[src/rtl/tx_dispatch.sv]
// rtl/tx_dispatch.sv - router TX stage: pops the flit FIFO, resolves the route, hands the flit to one of five ports
// Optional feature: define TX_DROP_CNT_EN to add the saturating drop_count port.
`ifndef SIZE
`define SIZE 8
`endif
`ifndef BITS_DIR
`define BITS_DIR 3
`endif

module tx_dispatch #(
    parameter int id = -1
) (
    input  logic                 clk,
    input  logic                 reset,
    input  logic                 fifo_empty,
    output logic                 fifo_read,
    input  logic [`SIZE-1:0]     fifo_data_out,
    output logic [`SIZE-1:0]     table_addr,
    input  logic [`BITS_DIR-1:0] table_data,
    output logic [4:0]           fifo_pop_req,
    input  logic [4:0]           fifo_pop_ack,
    output logic [5*`SIZE-1:0]   fifo_pop_data
`ifdef TX_DROP_CNT_EN
    ,
    output logic [7:0]           drop_count
`endif
);

    localparam int W  = `SIZE;
    localparam int BW = `BITS_DIR;
    localparam logic [BW-1:0] NUM_PORTS = BW'(5);

    // -1 is the "unassigned" sentinel; anything lower is a configuration error.
    if (id < -1) begin : g_id_check
        $error("tx_dispatch: id must be >= -1");
    end

    typedef enum logic [2:0] {
        IDLE   = 3'd0,
        POP    = 3'd1,
        LOAD   = 3'd2,
        LOOKUP = 3'd3,
        REQ    = 3'd4,
        REL    = 3'd5
    } state_t;

    state_t          state_q, state_d;
    logic [W-1:0]    flit_q, flit_d;
    logic [BW-1:0]   dir_q, dir_d;
    logic [4:0]      sel_oh;
    logic            ack_hit;
    logic            code_valid;
    logic            drop_evt;

    always_comb begin
        sel_oh = '0;
        for (int k = 0; k < 5; k++) begin
            sel_oh[k] = (dir_q == BW'(k));
        end
    end

    // Only the acknowledge of the selected port matters; the rest are ignored.
    assign ack_hit    = |(fifo_pop_ack & sel_oh);
    assign code_valid = (table_data < NUM_PORTS);
    assign drop_evt   = (state_q == LOOKUP) && !code_valid;

    always_comb begin
        state_d = state_q;
        flit_d  = flit_q;
        dir_d   = dir_q;
        case (state_q)
            IDLE: begin
                if (!fifo_empty) begin
                    state_d = POP;
                end
            end
            POP: begin
                state_d = LOAD;
            end
            LOAD: begin
                flit_d  = fifo_data_out;
                state_d = LOOKUP;
            end
            LOOKUP: begin
                dir_d   = table_data;
                state_d = code_valid ? REQ : IDLE;
            end
            REQ: begin
                if (ack_hit) begin
                    state_d = REL;
                end
            end
            REL: begin
                if (!ack_hit) begin
                    state_d = IDLE;
                end
            end
            default: begin
                state_d = IDLE;
            end
        endcase
    end

    always_ff @(posedge clk) begin
        if (reset) begin
            state_q <= IDLE;
            flit_q  <= '0;
            dir_q   <= '0;
        end else begin
            state_q <= state_d;
            flit_q  <= flit_d;
            dir_q   <= dir_d;
        end
    end

    // Moore outputs: data stays on the selected slice through REQ and REL.
    always_comb begin
        fifo_read     = (state_q == POP);
        table_addr    = flit_q;
        fifo_pop_req  = (state_q == REQ) ? sel_oh : 5'b0;
        fifo_pop_data = '0;
        for (int k = 0; k < 5; k++) begin
            if (((state_q == REQ) || (state_q == REL)) && sel_oh[k]) begin
                fifo_pop_data[k*W +: W] = flit_q;
            end
        end
    end

`ifdef TX_DROP_CNT_EN
    logic [7:0] drop_cnt_q, drop_cnt_d;

    always_comb begin
        drop_cnt_d = drop_cnt_q;
        if (drop_evt && (drop_cnt_q != 8'hFF)) begin
            drop_cnt_d = drop_cnt_q + 8'd1;
        end
    end

    always_ff @(posedge clk) begin
        if (reset) begin
            drop_cnt_q <= '0;
        end else begin
            drop_cnt_q <= drop_cnt_d;
            if (drop_evt) begin
                $display("router %0d: dropped %h", id, flit_q);
            end
        end
    end

    assign drop_count = drop_cnt_q;
`else
    logic unused_drop;
    assign unused_drop = drop_evt;
`endif

endmodule

[config.mk]
export PLATFORM = sky130hd
export DESIGN_NAME = tx_dispatch
export DESIGN_NICKNAME = d
export VERILOG_FILES = /design/src/rtl/tx_dispatch.sv
export SDC_FILE = /design/constraint.sdc
export NUM_CORES = 1
export LEC_CHECK = 0
export CORE_MARGIN = 2
export CORE_UTILIZATION = 34
export CTS_CLUSTER_DIAMETER = 40
export DETAILED_ROUTE_END_ITERATION = 6
export GPL_ROUTABILITY_DRIVEN = 1
export PLACE_DENSITY_LB_ADDON = 0.25
export SLEW_MARGIN = 0
export SYNTH_ARGS = -nofsm -noshare
export SYNTH_HDL_FRONTEND = slang
export SYNTH_SLANG_ARGS = --single-unit
[constraint.sdc]
create_clock -name clk -period 1.8 [get_ports clk]
set_clock_uncertainty 0.2 [all_clocks]
set_input_delay 0.36 -clock clk [delete_from_list [all_inputs] [get_ports clk]]
set_output_delay 0.36 -clock clk [all_outputs]
set_load 0.1 [all_outputs]
==> results.py, run 1 <==
metrics = {
    "place": {
        "numPortBuffers": 72,
        "place_congestion": 0.817,
        "dp_hpwl_um": 4010,
    },
    "yosys": {
        "synth_seq_area_share_pct": 28.4,
        "yosys_warnings": 0,
        "syn_nets": 144,
        "synth_cells": 125,
        "synth_seq_cells": 14,
        "synth_cell_types": 33,
        "syn_area_um2": 987,
        "syn_avg_cell_area_um2": 7.90,
    },
    "outcome": {
        "lastStage": "clock tree synthesis",
        "error_line": "[ERROR DPL-0038] Utilization greater than 100%, impossible to legalize",
        "outcome": "did not finish",
    },
    "floorplanning": {
        "row_count": 19,
        "die_h_um": 57.9,
        "pin_count": 73,
        "die_x_um": 57.9,
        "initial_core_util_pct": 35.8,
    },
    "cts": {
        "cts.sinks": 14,
        "cts_hold_buffers": 0,
        "postCtsResizedCells": 28,
        "clockBufferDepth": 2,
        "h-tree-depth": 1,
        "cts_setup_buffers": 7,
        "numCtsBuffers": 3,
        "clockRootBuffer": "clkbuf_4",
    },
}
==> cell families after synthesis <==
kind of cell	Yosys count	synth area share [%]
flip-flops	14	28.4
multiplexers	9	9.25
buffers and inverters	7	4.69
AO/OA/AOI/OAI	10	6.21
AND/OR/NAND/NOR	85	51.5
==> synth_stat cells <==
| library cell | n | area share, % |
|---|---|---|
| nor3b_1 | 2 | 1.5 |
| and2_2 | 8 | 6.1 |
| and4b_1 | 1 | 1.0 |
| buf_2 | 2 | 1.0 |
| mux2i_1 | 8 | 8.1 |
| and3_1 | 1 | 0.63 |
| a21boi_0 | 1 | 0.76 |
| or3_1 | 1 | 0.63 |
| nand2_1 | 7 | 2.7 |
| o21ai_0 | 2 | 1.0 |
| a211oi_1 | 1 | 0.76 |
| clkbuf_8 | 1 | 1.4 |
| inv_1 | 1 | 0.38 |
| nand2b_1 | 1 | 0.63 |
| buf_6 | 1 | 1.1 |
| clkbuf_1 | 2 | 0.76 |
| nor2_2 | 1 | 0.63 |
| dfxtp_1 | 14 | 28 |
| nor2_1 | 13 | 4.9 |
| nand3_1 | 4 | 2.0 |
| nor3_1 | 5 | 2.5 |
| nor4_1 | 1 | 0.63 |
| and2b_2 | 1 | 0.89 |
| nand3b_1 | 3 | 2.3 |
| or3b_1 | 1 | 0.89 |
| and2_1 | 32 | 20 |
| mux2_2 | 1 | 1.1 |
| o31ai_1 | 1 | 0.76 |
| and2b_1 | 1 | 0.76 |
| a221oi_1 | 1 | 0.89 |
| nor3_4 | 1 | 1.6 |
| a21oi_1 | 4 | 2.0 |
| or2b_1 | 1 | 0.76 |
==> stage by stage <==
| stage | std cells | instance area [um2] | setup TNS [ps] | util (%) | setup WS (ps) |
|---|---|---|---|---|---|
| after floorplan | 125 | 1200 | -8890 | - | -508 |
| after global placement | 240 | 2580 | -2640 | 93.6 | -111 |
| after detailed placement | 240 | 2580 | -6970 | 93.6 | -243 |
==> inputs of run 2 (changes only) <==
--- a/config.mk
+++ b/config.mk
@@ -6,11 +6,10 @@
 export NUM_CORES = 1
 export LEC_CHECK = 0
 export CORE_MARGIN = 2
-export CORE_UTILIZATION = 34
-export CTS_CLUSTER_DIAMETER = 40
+export CORE_UTILIZATION = 24
 export DETAILED_ROUTE_END_ITERATION = 6
 export GPL_ROUTABILITY_DRIVEN = 1
-export PLACE_DENSITY_LB_ADDON = 0.25
+export PLACE_DENSITY_LB_ADDON = 0.15
 export SLEW_MARGIN = 0
 export SYNTH_ARGS = -nofsm -noshare
 export SYNTH_HDL_FRONTEND = slang
==> results.py, run 2 <==
metrics = {
    "cells_and_area": {
        "drive_gt1_share_pct": 74.0,
        "largest_reg_flops": 8,
        "design_area_um2": 2870,
        "layout.nets": 243,
        "instances_no_fill": 273,
        "diodes": 0,
        "final_common_cell": "buf_12",
        "area_delta_synth_final_pct": 190,
        "mostFrequentLayoutCells": "buf_12, and2_4, clkdlybuf4s50_1, buf_4, dfxtp_2",
    },
    "global_routing": {
        "top_usage_layer": "met2",
        "grt_max_degree": 12,
        "grt_pass1_vias": 1228,
        "met2_usage_pct": 35.3,
        "grt_overflow": 0,
        "antenna_found_initial": 0,
        "use_met3_pct": 2.47,
        "track_usage_pct": 18.7,
        "grt_pass1_wl_um": 6430,
        "met1_usage_pct": 21.2,
    },
    "cts": {
        "numCtsBuffers": 3,
        "clockBufferDepth": 2,
        "cts.sinks": 14,
        "cts_tree": "built",
        "cts_hold_buffers": 0,
        "clkLatencyLatePin_ps": 240,
        "h-tree-depth": 1,
        "clk_pin_slew_worst_paths_ps": 60,
        "clockRootBuffer": "clkbuf_8",
    },
    "routing": {
        "wirelength_um": 4290,
        "ant_nets": 0,
        "drt_first_pass_iters": 4,
        "wl_per_cell_um": 15.7,
        "remaining_drc_errors": 0,
        "vias": 1268,
        "routed_via_density": 4.64,
        "drtIter0Drc": 34,
    },
    "outcome": {
        "violations": "negative setup slack",
        "outcome": "finished, violations left",
    },
    "place": {
        "dp_hpwl_um": 3280,
        "numPortBuffers": 72,
        "dp_cells": 260,
        "placed_cell_area_um2": 2630,
        "place_congestion": 0.877,
    },
    "timing": {
        "finalMaxSlewViolations": 0,
        "rsz0062_at_grt": "true",
        "setup_slack_ps": -388,
        "fmax_ghz": 0.457,
        "slew_headroom_pct": 81.9,
        "worst_slew_pin_slew_ps": 271,
        "finalCritPeriodShare_pct": 122,
        "setup_viol": 46,
        "fin_crit_ps": 2190,
        "hold_viol": 0,
    },
    "floorplanning": {
        "core_area_um2": 3970,
        "pin_count": 73,
        "initial_core_util_pct": 24.9,
        "die_h_um": 68.1,
        "die_x_um": 68.1,
        "dieArea_um2": 4640,
        "row_count": 23,
    },
    "critical_path": {
        "cp_max_fo": 8,
        "reg2reg_from": "dir_q[2]",
        "cp_slowest_cell": "or3b_4",
        "startpoint_type": "flop",
        "crit_top_cell": "buf_12",
        "crit_arrival_ps": 1630,
        "cp_top_family": "simple AND/OR/NAND/NOR gates",
        "path_buf_inv": 2,
        "path_depth": 5,
        "path_class": "reg2out",
        "cp_cell_sequence": "or3b_4 > nor3_4 > buf_12 > and2_4 > buf_12",
        "crit_start": "state_q[2]",
        "cpPeakStageDelay_ps": 410,
        "crit_path_end_kind": "output port",
        "worstPathRequired_ps": 1240,
        "r2r_cells": 6,
    },
    "power": {
        "p_total_mw": 0.993,
        "ir_worst_vdd_uv": 644,
        "total_leakage_power_nw": 1.13,
        "p_per_area_nw_per_um2": 346,
    },
    "yosys": {
        "synth_cell_types": 33,
        "syn_avg_cell_area_um2": 7.90,
        "synth-edff-count": 0,
        "synth_area_leaders": "dfxtp_1, and2_1, mux2i_1",
        "yosys_warnings": 0,
        "yosysMostFrequentCell": "and2_1",
        "synth_cells": 125,
        "synth_seq_area_share_pct": 28.4,
        "synth_ff_type": "dfxtp_1",
        "syn_area_um2": 987,
        "synthArstFlopShare_pct": 0,
        "synth_commonest_cells": "and2_1, dfxtp_1, nor2_1",
        "yosysTopAreaCell": "dfxtp_1",
        "synth_top_area_share_pct": 28.4,
        "synth_seq_cells": 14,
        "syn_nets": 144,
    },
    "min_path": {
        "hold_depth": 2,
        "hold_path_class": "reg2reg",
        "hold_path.startpoint": "table_addr[3]",
    },
    "run": {
        "maxCapViolCount": 0,
    },
}
run 2: cell counts after synthesis:
No cell type changed its count.
run 2: final timing paths:
check	slack, ps	to
worst max-delay path	-390	fifo_pop_data[5]
worst min-delay path	380	table_addr[3]
worst max register to register	80	state_q[2]
worst min register to register	380	table_addr[3]
run 2: cell families (layout without fill, tap and decap cells):
family / Yosys count / after routing / share of synthesized area, %
muxes: 9 / 9 / 9.25
DFF: 14 / 14 / 28.4
buffers and inverters: 7 / 105 / 4.69
and+or+nand+nor: 85 / 85 / 51.5
AOI/OAI and AO/OA: 10 / 10 / 6.21
run 2: worst min-delay path: stages, from the launching register on:
cell,delay (ps)
dfxtp_2,360
mux2i_1,130
nor2_1,50
run 2: per-layer routing:
metal,vias up,part of all wire (%)
li1,615,-
met1,598,39
met2,45,55
met3,10,4.1
met4,0,2.1
met5,-,0
run 2: final cells by class:
cell class              count  area (um2)
inverters                   1        3.75
fillers                   259        1100
repair buffers            100        1530
clock buffers               4        55.1
multi-input cells         104         911
flip-flops and latches     14         300
well taps                  50        62.6
run 2: report_power, final:
group          switching [mW]  internal (mW)  total, mW
Combinational           0.174          0.155      0.329
Clock                   0.109          0.194      0.303
Sequential             0.0330          0.328      0.361
Total                   0.317          0.677      0.993
run 2: metrics by stage:
step	setup WS, ps	hold WS, ps	setup TNS, ps	util [%]
6_report	-388	383	-13860	72.2
5_1_grt	-443	422	-16490	72.2
2_1_floorplan	-508	222	-8890	-
3_5_place_dp	-130	385	-3290	66.1
3_3_place_gp	-99.4	376	-2240	66.1
4_1_cts	-389	392	-13140	69.6
run 2: what timing repair did:
| item | in CTS | in global routing |
|---|---|---|
| cloned | 0 | 0 |
| buffers inserted | 3 | 7 |
| pin swaps | 8 | 10 |
| setup endpoints to repair | 48 | 49 |
| gates resized for setup | 17 | 12 |
No activity file was read; power rests on OpenSTA's default activity.
==> inputs of run 3 (changes only) <==
==> constraint.sdc (replaced) <==
create_clock -name clk -period 2.7 [get_ports clk]
set_clock_uncertainty 0.2 [all_clocks]
set_input_delay 0.54 -clock clk [delete_from_list [all_inputs] [get_ports clk]]
set_output_delay 0.54 -clock clk [all_outputs]
set_load 0.1 [all_outputs]
==> results.py, run 3 (synthesized netlist as in run 2, its figures left out) <==
metrics = {
    "outcome": {
        "outcome": "finished, final reports clean",
    },
    "global_routing": {
        "antenna_found_initial": 0,
        "grt_overflow": 0,
        "grt_pass1_vias": 985,
        "grt_pass1_wl_um": 5110,
        "grt_max_degree": 16,
        "track_usage_pct": 14.8,
    },
    "critical_path": {
        "crit_arrival_ps": 1810,
        "path_class": "reg2out",
        "worstPathRequired_ps": 1960,
        "startpoint_type": "flop",
        "cp_max_fo": 10,
        "crit_path_end_kind": "output port",
    },
    "timing": {
        "fmax_ghz": 0.391,
        "finalSetupTns_ps": 0,
        "slew_headroom_pct": 66.7,
        "finalMaxSlewViolations": 0,
        "fin_crit_ps": 2550,
        "setup_viol": 0,
        "finalCritPeriodShare_pct": 94.6,
        "hold_viol": 0,
        "rsz0062_at_grt": "false",
        "setup_slack_ps": 145,
        "worst_slew_pin_slew_ps": 497,
    },
    "cells_and_area": {
        "design_area_um2": 2270,
        "mostFrequentLayoutCells": "buf_12, and2_1, clkdlybuf4s50_1",
        "drive_gt1_share_pct": 40.9,
        "diodes": 0,
        "largest_reg_flops": 8,
        "final_common_cell": "buf_12",
        "layout.nets": 218,
        "area_delta_synth_final_pct": 130,
    },
    "routing": {
        "routed_via_density": 4.44,
        "drt_first_pass_iters": 2,
        "wl_per_cell_um": 13.8,
        "vias": 1102,
        "ant_nets": 0,
        "drtIter0Drc": 18,
        "wirelength_um": 3430,
        "remaining_drc_errors": 0,
    },
    "cts": {
        "cts_hold_buffers": 0,
        "cts_tree": "built",
        "numCtsBuffers": 3,
        "h-tree-depth": 1,
        "clockBufferDepth": 2,
        "clk_pin_slew_worst_paths_ps": 50,
        "cts.sinks": 14,
        "clkLatencyLatePin_ps": 250,
        "cts_setup_buffers": 0,
        "clockRootBuffer": "clkbuf_8",
        "postCtsResizedCells": 0,
    },
    "floorplanning": {
        "core_area_um2": 3970,
        "pin_count": 73,
        "initial_core_util_pct": 24.9,
        "die_x_um": 68.1,
        "row_count": 23,
        "die_h_um": 68.1,
        "dieArea_um2": 4640,
    },
    "run": {
        "maxCapViolCount": 0,
    },
    "min_path": {
        "hold_path_class": "reg2reg",
    },
    "place": {
        "place_congestion": 0.766,
        "post-place-ws_ps": 331,
        "numPortBuffers": 72,
        "dp_hpwl_um": 2860,
        "placed_cell_area_um2": 2210,
    },
    "power": {
        "ir_worst_vdd_uv": 263,
        "p_per_area_nw_per_um2": 261,
        "total_leakage_power_nw": 0.895,
    },
}
[run 3: cell count changes in the layout (fill, tap and decap cells not counted), sizes merged]
cell  previous run  this run
buf             82        57
[run 3: power breakdown]
group | internal [mW] | switching (mW) | leakage, nW
logic | 0.0584 | 0.0938 | 0.751
clock network | 0.129 | 0.0744 | 0.0288
registers | 0.218 | 0.0202 | 0.115
[run 3: worst paths after layout]
path                      endpoint  depth (start not counted)  slack (ps)        from
setup / recovery  fifo_pop_data[6]                          4         150    dir_q[2]
hold / removal            dir_q[1]                          2         360    dir_q[1]
setup reg to reg     table_addr[6]                          4         870  state_q[1]
hold reg to reg           dir_q[1]                          2         360    dir_q[1]
[run 3: worst max-delay path, stage by stage (launching register included)]
cell,delay (ps)
dfxtp_1,400
or3b_4,440
nor3_4,310
and2_1,230
buf_12,180
[run 3: cell type report]
cell class / count / area [um2]
Tap cell: 50 / 62.6
Timing Repair Buffer: 75 / 1180
Multi-Input combinational cell: 104 / 686
Sequential cell: 14 / 283
Inverter: 1 / 3.75
Clock buffer: 4 / 55.1
Fill cell: 352 / 1700
[run 3: stage by stage]
step | hold WS, ps | util (%) | power, mW | instances
after global routing | 385 | 57.2 | 0.620 | 248
after CTS | 400 | 57.1 | 0.602 | 248
final | 356 | 57.2 | 0.594 | 248
after global placement | 378 | 55.7 | 0.394 | 244
after detailed placement | 389 | 55.7 | 0.395 | 244
after floorplan | 379 | - | 0.340 | 125
[run 3: per-layer routing]
metal / wire length, um / vias to the layer above / GRT usage (%)
met5: 0 / - / 0
met2: 1630 / 36 / 23.9
met1: 1540 / 497 / 19.2
li1: - / 564 / -
met3: 192 / 5 / 2.47
met4: 61 / 0 / 6.75
==> inputs of run 4 (changes only) <==
--- a/config.mk
+++ b/config.mk
@@ -5,6 +5,8 @@
 export SDC_FILE = /design/constraint.sdc
 export NUM_CORES = 1
 export LEC_CHECK = 0
+export CELL_PAD_IN_SITES_DETAIL_PLACEMENT = 1
+export CELL_PAD_IN_SITES_GLOBAL_PLACEMENT = 1
 export CORE_MARGIN = 2
 export CORE_UTILIZATION = 24
 export DETAILED_ROUTE_END_ITERATION = 6
==> results.py, run 4 (synthesized netlist as in run 2, its figures left out) <==
metrics = {
    "outcome": {
        "outcome": "finished, final reports clean",
    },
    "run": {
        "maxCapViolCount": 0,
    },
    "global_routing": {
        "track_usage_pct": 19.3,
        "grt_max_degree": 16,
        "grt_pass1_vias": 1212,
        "antenna_found_initial": 0,
        "grt_pass1_wl_um": 6630,
        "grt_overflow": 0,
    },
    "critical_path": {
        "startpoint_type": "flop",
        "r2r_cells": 4,
        "worstPathRequired_ps": 1960,
        "cp_max_fo": 10,
        "crit_arrival_ps": 1830,
        "reg2reg_from": "state_q[1]",
        "r2r_slack_ps": 780,
        "r2r-end": "table_addr[4]",
        "path_class": "reg2out",
        "crit_path_end_kind": "output port",
    },
    "timing": {
        "finalCritPeriodShare_pct": 95.0,
        "hold_viol": 0,
        "slew_headroom_pct": 62.9,
        "worst_slew_pin_slew_ps": 555,
        "rsz0062_at_grt": "false",
        "fmax_ghz": 0.390,
        "setup_viol": 0,
        "fin_crit_ps": 2570,
        "finalMaxSlewViolations": 0,
    },
    "cts": {
        "clkLatencyLatePin_ps": 240,
        "numCtsBuffers": 3,
        "cts.sinks": 14,
        "h-tree-depth": 1,
        "cts_tree": "built",
        "clockRootBuffer": "clkbuf_8",
        "cts_hold_buffers": 0,
        "clk_pin_slew_worst_paths_ps": 60,
        "clockBufferDepth": 2,
    },
    "min_path": {
        "hold_depth": 2,
        "hold_path.startpoint": "dir_q[1]",
        "hold_path_class": "reg2reg",
        "whs_endpoint": "dir_q[1]",
    },
    "power": {
        "p_total_mw": 0.598,
        "ir_worst_vdd_uv": 254,
        "p_per_area_nw_per_um2": 263,
        "total_leakage_power_nw": 0.895,
    },
    "floorplanning": {
        "die_h_um": 68.1,
        "core_area_um2": 3970,
        "initial_core_util_pct": 24.9,
        "dieArea_um2": 4640,
        "die_x_um": 68.1,
        "row_count": 23,
        "pin_count": 73,
    },
    "cells_and_area": {
        "mostFrequentLayoutCells": "buf_12, and2_1, clkdlybuf4s50_1",
        "nFillCells": 403,
        "drive_gt1_share_pct": 41.4,
        "largest_reg_flops": 8,
        "area_delta_synth_final_pct": 131,
        "layout.nets": 218,
        "diodes": 0,
        "instances_no_fill": 248,
        "final_common_cell": "buf_12",
    },
    "routing": {
        "drtIter0Drc": 29,
        "routed_via_density": 4.65,
        "vias": 1154,
        "drt_first_pass_iters": 4,
        "wirelength_um": 4270,
        "remaining_drc_errors": 0,
        "ant_nets": 0,
        "wl_per_cell_um": 17.2,
    },
    "place": {
        "dp_cells": 244,
        "dp_hpwl_um": 3630,
        "place_congestion": 0.739,
        "numPortBuffers": 72,
    },
}
## run 4: changes by cell type in the layout (fill, tap and decap cells not counted)
cell	delta
nor2_2	+1
nor2_1	-1
## run 4: layout make-up
type | instances | area, um2 | share of cell area (%)
Clock buffer | 4 | 55.1 | 2.42
Timing Repair Buffer | 75 | 1180 | 52.0
Inverter | 1 | 3.75 | 0.165
Multi-Input combinational cell | 104 | 688 | 30.2
Sequential cell | 14 | 283 | 12.4
Tap cell | 50 | 62.6 | 2.75
## run 4: timing repair
action | in CTS | in global routing
gates resized for setup | 0 | 4
endpoints found under the setup margin | 0 | 17
buffers inserted | 0 | 0
## run 4: metal layers
| metal | global-route usage [%] | routed length (um) | vias to the layer above |
|---|---|---|---|
| met5 | 0 | 0 | - |
| met4 | 5.00 | 17 | 0 |
| met3 | 4.28 | 390 | 2 |
| met2 | 34.6 | 2230 | 45 |
| met1 | 23.1 | 1630 | 544 |
| li1 | - | - | 563 |
## run 4: how the worst max path moves through the flow
stage / from / end / slack (ps) / cells after the start
finish: dir_q[2] / fifo_pop_data[6] / 130 / 4
global route: dir_q[2] / fifo_pop_data[6] / 30 / 4
CTS: dir_q[1] / fifo_pop_data[6] / 50 / 4
detailed placement: dir_q[1] / fifo_pop_data[6] / 320 / 4
global placement: dir_q[1] / fifo_pop_data[5] / 410 / 4
floorplan: state_q[1] / fifo_pop_req[1] / -210 / 3
## run 4: critical path: stages, from the launching register on
cell and delay (ps):
dfxtp_1 400, or3b_4 440, nor3_4 300, and2_1 240, buf_12 190
## run 4: power breakdown
part	internal (mW)	total (mW)	switching (mW)	leakage [nW]
Sequential	0.218	0.239	0.0213	0.115
Combinational	0.0585	0.155	0.0967	0.751
Clock	0.129	0.204	0.0754	0.0288
## run 4: through the flow
stage | hold WS (ps) | setup TNS (ps) | area [um2] | worst slack (ps) | utilization (%)
after floorplan | 379 | -375 | 1010 | -210 | -
after CTS | 396 | 0 | 2270 | 45.2 | 57.1
after global placement | 374 | 0 | 2210 | 411 | 55.7
after detailed placement | 388 | 0 | 2210 | 322 | 55.7
after global routing | 413 | 0 | 2280 | 26.0 | 57.3
final | 373 | 0 | 2280 | 135 | 57.3
==> edit 1: new RTL, flow settings as in run 4 <==
Add a define of `TX_DROP_CNT_EN`.
--- a/src/rtl/tx_dispatch.sv
+++ b/src/rtl/tx_dispatch.sv
@@ -1,4 +1,6 @@
 // rtl/tx_dispatch.sv - router TX stage: pops the flit FIFO, resolves the route, hands the flit to one of five ports
 // Optional feature: define TX_DROP_CNT_EN to add the saturating drop_count port.
+`define TX_DROP_CNT_EN
+
 `ifndef SIZE
 `define SIZE 8
Function (old outputs only; new: drop_count): kept (Yosys induction, for registers that start in step).
==> edit 1 against run 4 <==
Cell count is 28% higher. Utilization is 6.8 points lower. Cell area is 21% higher. Routed wire length is 12% higher. Global-route usage is 3.7 points lower. Total power is 36% higher. Worst hold slack worse by 0.019 ns. Sequential cell count is 8 higher. Largest power group unchanged. Area after synthesis is 37% higher. Die area is 35% higher. Sequential share of layout area is 3.5 points higher. Worst setup slack better by 0.028 ns. Non-clock buffer count is 13 higher. Combinational power is 57% higher.
==> edit 1: results (changes against run 4) <==
stage;metric;value;unit;change
status;status;complete, no violations;;
detailed_routing;wl;4780;um;+12%
finish;inverters;2;;+1
global_routing;grt_usage;15.6;%;-3.7 points
finish;seq_area;440;um2;+56%
synth;ys_types;35;;+6.1%
place;gp_congestion;0.725;;-1.9%
power;powerComb;244;uW;+57%
setup_path;cp_slowest_cell;dfxtp_1;;
detailed_routing;first_iter_violations;33;;+14%
synth;yosys-top-cells-count;and2_1 (40), nor2_1 (23), dfxtp_1 (22), mux2i_1 (14), nor2b_1 (8);;
synth;synth_nets;181;;+26%
finish;multiInputGateArea;905;um2;+31%
worst_hold_path;hold-path-endpoint;drop_count[6]$_SDFFE_PP0P_;;
detailed_routing;vias;1473;;+28%
global_routing;grt_first_pass_wirelength;7860;um;+19%
power;power.leakage;0.00114;uW;+27%
sta;fin_hold_ws;0.354;ns;-0.0191 ns
finish;final.fill_count;604;;+50%
finish;signal_buffers;88;;+17%
setup_path;slowest_delay;0.48;ns;+0.04 ns
finish;clkCellAreaFrac;1.49;%;-0.93 points
worst_hold_path;worstHoldStart;drop_count[6]$_SDFFE_PP0P_;;
clock_network;clk_pin_slew;0.08;ns;+0.02 ns
setup_path;timing.reg2reg.setup_slack;0.65;ns;-0.13 ns
synth;ys_top_cells_by_area;dfxtp_1 (32%), and2_1 (18%), mux2i_1 (10%), nor2_1 (6.4%), nor2b_1 (3.7%);;
setup_path;r2r-start;state_q[0]$_SDFFE_PP0P_;;
finish;drive_gt1_share;35.5;%;-5.9 points
finish;fin_nets;267;;+22%
setup_path;r2r-end;drop_count[4]$_SDFFE_PP0P_;;
finish;bufAreaShareNonClock;46.3;%;-5.7 points
synth;synth-seq-cells;22;;+8
synth;yosysSeqAreaShare;32.5;%;+4.1 points
power;ir_worst_vdd;0.188;mV;-26%
setup_path;path_max_fanout;9;;-1
global_routing;grt_pass1_vias;1441;;+19%
power;powerClk;199;uW;-2%
clock_network;clkLatencyLatePin;0.26;ns;+0.02 ns
-- edit 1: routing by layer --
metal  GRT usage [%]  vias to the layer above  share of wire [%]
met3            2.84                        2                7.8
li1                -                      719                  -
met1            22.4                      683                 49
met2            24.2                       69                 43
met5               0                        -                  0
met4            3.62                        0               0.36
-- edit 1: worst reg2reg max path, cell delays in order (launching register included) --
cell and delay (ns):
dfxtp_1 0.69, nand3b_4 0.23, a211oi_1 0.27, and4_1 0.23
mux2_1 0.31
-- edit 1: worst max-delay path by stage --
stage                                        from  depth (start not counted)                    endpoint
after global routing      state_q[2]$_SDFFE_PP0P_                          5             fifo_pop_req[4]
after detailed placement            table_data[2]                          5  drop_count[4]$_SDFFE_PP0P_
final                     state_q[2]$_SDFFE_PP0P_                          5           fifo_pop_data[35]
after CTS                 state_q[2]$_SDFFE_PP0P_                          4           fifo_pop_data[30]
after floorplan           state_q[0]$_SDFFE_PP0P_                          2                   fifo_read
after global placement              table_data[2]                          5  drop_count[4]$_SDFFE_PP0P_
-- edit 1: metrics by stage --
step	instance area (um2)	power (uW)	worst slack [ns]	std cells
2_1_floorplan	1380	539	-0.0731	161
3_3_place_gp	2720	622	0.377	314
3_5_place_dp	2720	626	0.335	314
4_1_cts	2760	830	0.110	317
5_1_grt	2770	856	0.0295	317
6_report	2770	813	0.163	317
-- edit 1: logic make-up after synthesis --
logic type               count (synthesis)  share of synthesized area [%]
XOR/XNOR                                 2                           1.29
multiplexers                            16                           12.0
buffers and inverters                    9                           2.68
adder cells (fa/ha/maj)                  1                          0.922
flip-flops                              22                           32.5
AND/OR/NAND/NOR                         96                           42.9
AO/OA/AOI/OAI                           15                           7.75
==> edit 2: new RTL, flow settings as in run 4 <==
Without the edit above. `flit_q` no longer has a reset.
--- a/src/rtl/tx_dispatch.sv
+++ b/src/rtl/tx_dispatch.sv
@@ -105,11 +105,13 @@
         if (reset) begin
             state_q <= IDLE;
-            flit_q  <= '0;
             dir_q   <= '0;
         end else begin
             state_q <= state_d;
-            flit_q  <= flit_d;
             dir_q   <= dir_d;
         end
+    end
+
+    always_ff @(posedge clk) begin
+        flit_q <= flit_d;
     end
 
Check against the original RTL: differs if reset is asserted again (counterexample within 4 cycles, from zero or initial values and one cycle with reset high); with reset held inactive, the same outputs for 10 cycles.
==> edit 2 against run 4 <==
Routed wire length down 14%. Cell area decreased by 2.9%. Critical path type unchanged. Sequential share of layout area increased by 3.9 points. Area after synthesis down 4.3%. Register-to-register slack better by 0.29 ns. Worst setup slack worse by 0.054 ns. Cell count fell by 9.7%. Largest cell class unchanged. Sequential cell count is the same. Highest routed layer is now met3. Total power up 2.7%.
==> edit 2: results (changes against run 4) <==
stage;metric;value;unit;change
status;status;complete, no violations;;
sta;worstMarginPinSlew;0.404;ns;-0.151 ns
finish;drive_gt1_share;40.3;%;-1.1 points
worst_hold_path;worstHoldStart;state_q[2]$_SDFFE_PP0P_;;
detailed_routing;routed.top_layer;met3;;
finish;signal_buffers;73;;-2.7%
global_routing;grt_util_met2;32.9;%;-1.7 points
synth;synthMuxAreaShare;3.18;%;-6.1 points
finish;multi_input_cells;84;;-19%
synth;synth-compound-area-share;5.03;%;-1.2 points
synth;synth_edf_count;8;;+8
global_routing;grt_max_degree;12;;-4
finish;bufAreaShareNonClock;52.3;%;+0.31 points
setup_path;r2r-start;dir_q[1]$_SDFFE_PP0P_;;
detailed_routing;met1_length;1420;um;-13%
setup_path;reg2reg_depth;3;;-1
power;power.leakage;0.000869;uW;-2.9%
place;placed_area;2150;um2;-2.8%
finish;sh_seq_area;16.4;%;+3.9 points
synth;syn_avg_cell_area;9.26;um2;+17%
detailed_routing;wl;3690;um;-14%
detailed_routing;wl_met2;2020;um;-9.5%
synth;yosysSeqAreaShare;38.1;%;+9.8 points
place;place_hpwl;3090;um;-15%
global_routing;grt_usage;17.6;%;-1.7 points
place;pre_cts_slack;0.331;ns;+0.00854 ns
setup_path;r2r-end;state_q[0]$_SDFFE_PP0P_;;
place;port_buffers;72;;unchanged
setup_path;crit_end;fifo_pop_data[5];;
finish;multiInputGateArea;573;um2;-17%
worst_hold_path;hold_depth;3;;+1
detailed_routing;wl_met3;251;um;-36%
synth;synth-main-ff-cell;edfxtp_1;;
setup_path;startpoint;state_q[1]$_SDFFE_PP0P_;;
synth;ys_top_cells_by_area;and2_1 (26%), edfxtp_1 (25%), dfxtp_1 (13%), nor2_1 (4.4%), nor2_4 (3.6%);;
global_routing;grt_use_met1;21.6;%;-1.5 points
sta;fin_crit_sh;97.0;%;+2.0 points
global_routing;grt_first_pass_wirelength;5850;um;-12%
worst_hold_path;hold-path-endpoint;state_q[1]$_SDFFE_PP0P_;;
synth;ys_types;28;;-15%
global_routing;grt_pass1_vias;1026;;-15%
place;gp_congestion;0.770;;+4.2%
setup_path;path_max_fanout;8;;-2
sta;fin_hold_ws;0.416;ns;+0.0426 ns
global_routing;use_met3;2.36;%;-1.9 points
setup_path;timing.reg2reg.setup_slack;1.07;ns;+0.29 ns
synth;synth_nets;121;;-16%
finish;final.fill_count;393;;-2.5%
clock_network;clkLatencyLatePin;0.24;ns;about the same
synth;yosys-top-cells-count;and2_1 (40), nor2_1 (11), edfxtp_1 (8), dfxtp_1 (6);;
[edit 2: cell types whose count changed after synthesis, moves of 3 or more]
cell	delta
nand2_1	-5
nand3_1	-4
nor2_4	+3
mux2i_1	-5
edfxtp_1	+8
and2_1	+8
a21oi_1	-3
dfxtp_1	-8
nor3_1	-3
nor4bb_1	+3
and2_2	-8
[edit 2: report_power, final]
part,total [uW],internal (uW),switching [uW]
Combinational,151,54.1,96.9
Sequential,257,239,17.7
Clock,207,129,77.6
[edit 2: metrics by stage]
stage,instances,utilization [%],total power (uW),TNS (ns)
finish,224,59.5,614,0
floorplan,102,-,354,-0.135
detailed placement,220,57.9,413,0
global placement,220,57.9,408,0
CTS,224,59.4,622,0
global route,224,59.5,643,-0.0301
[edit 2: repair_timing]
| action | CTS | global route |
|---|---|---|
| buffers inserted | 0 | 0 |
| gates resized for setup | 0 | 2 |
| endpoints found under the setup margin | 0 | 9 |
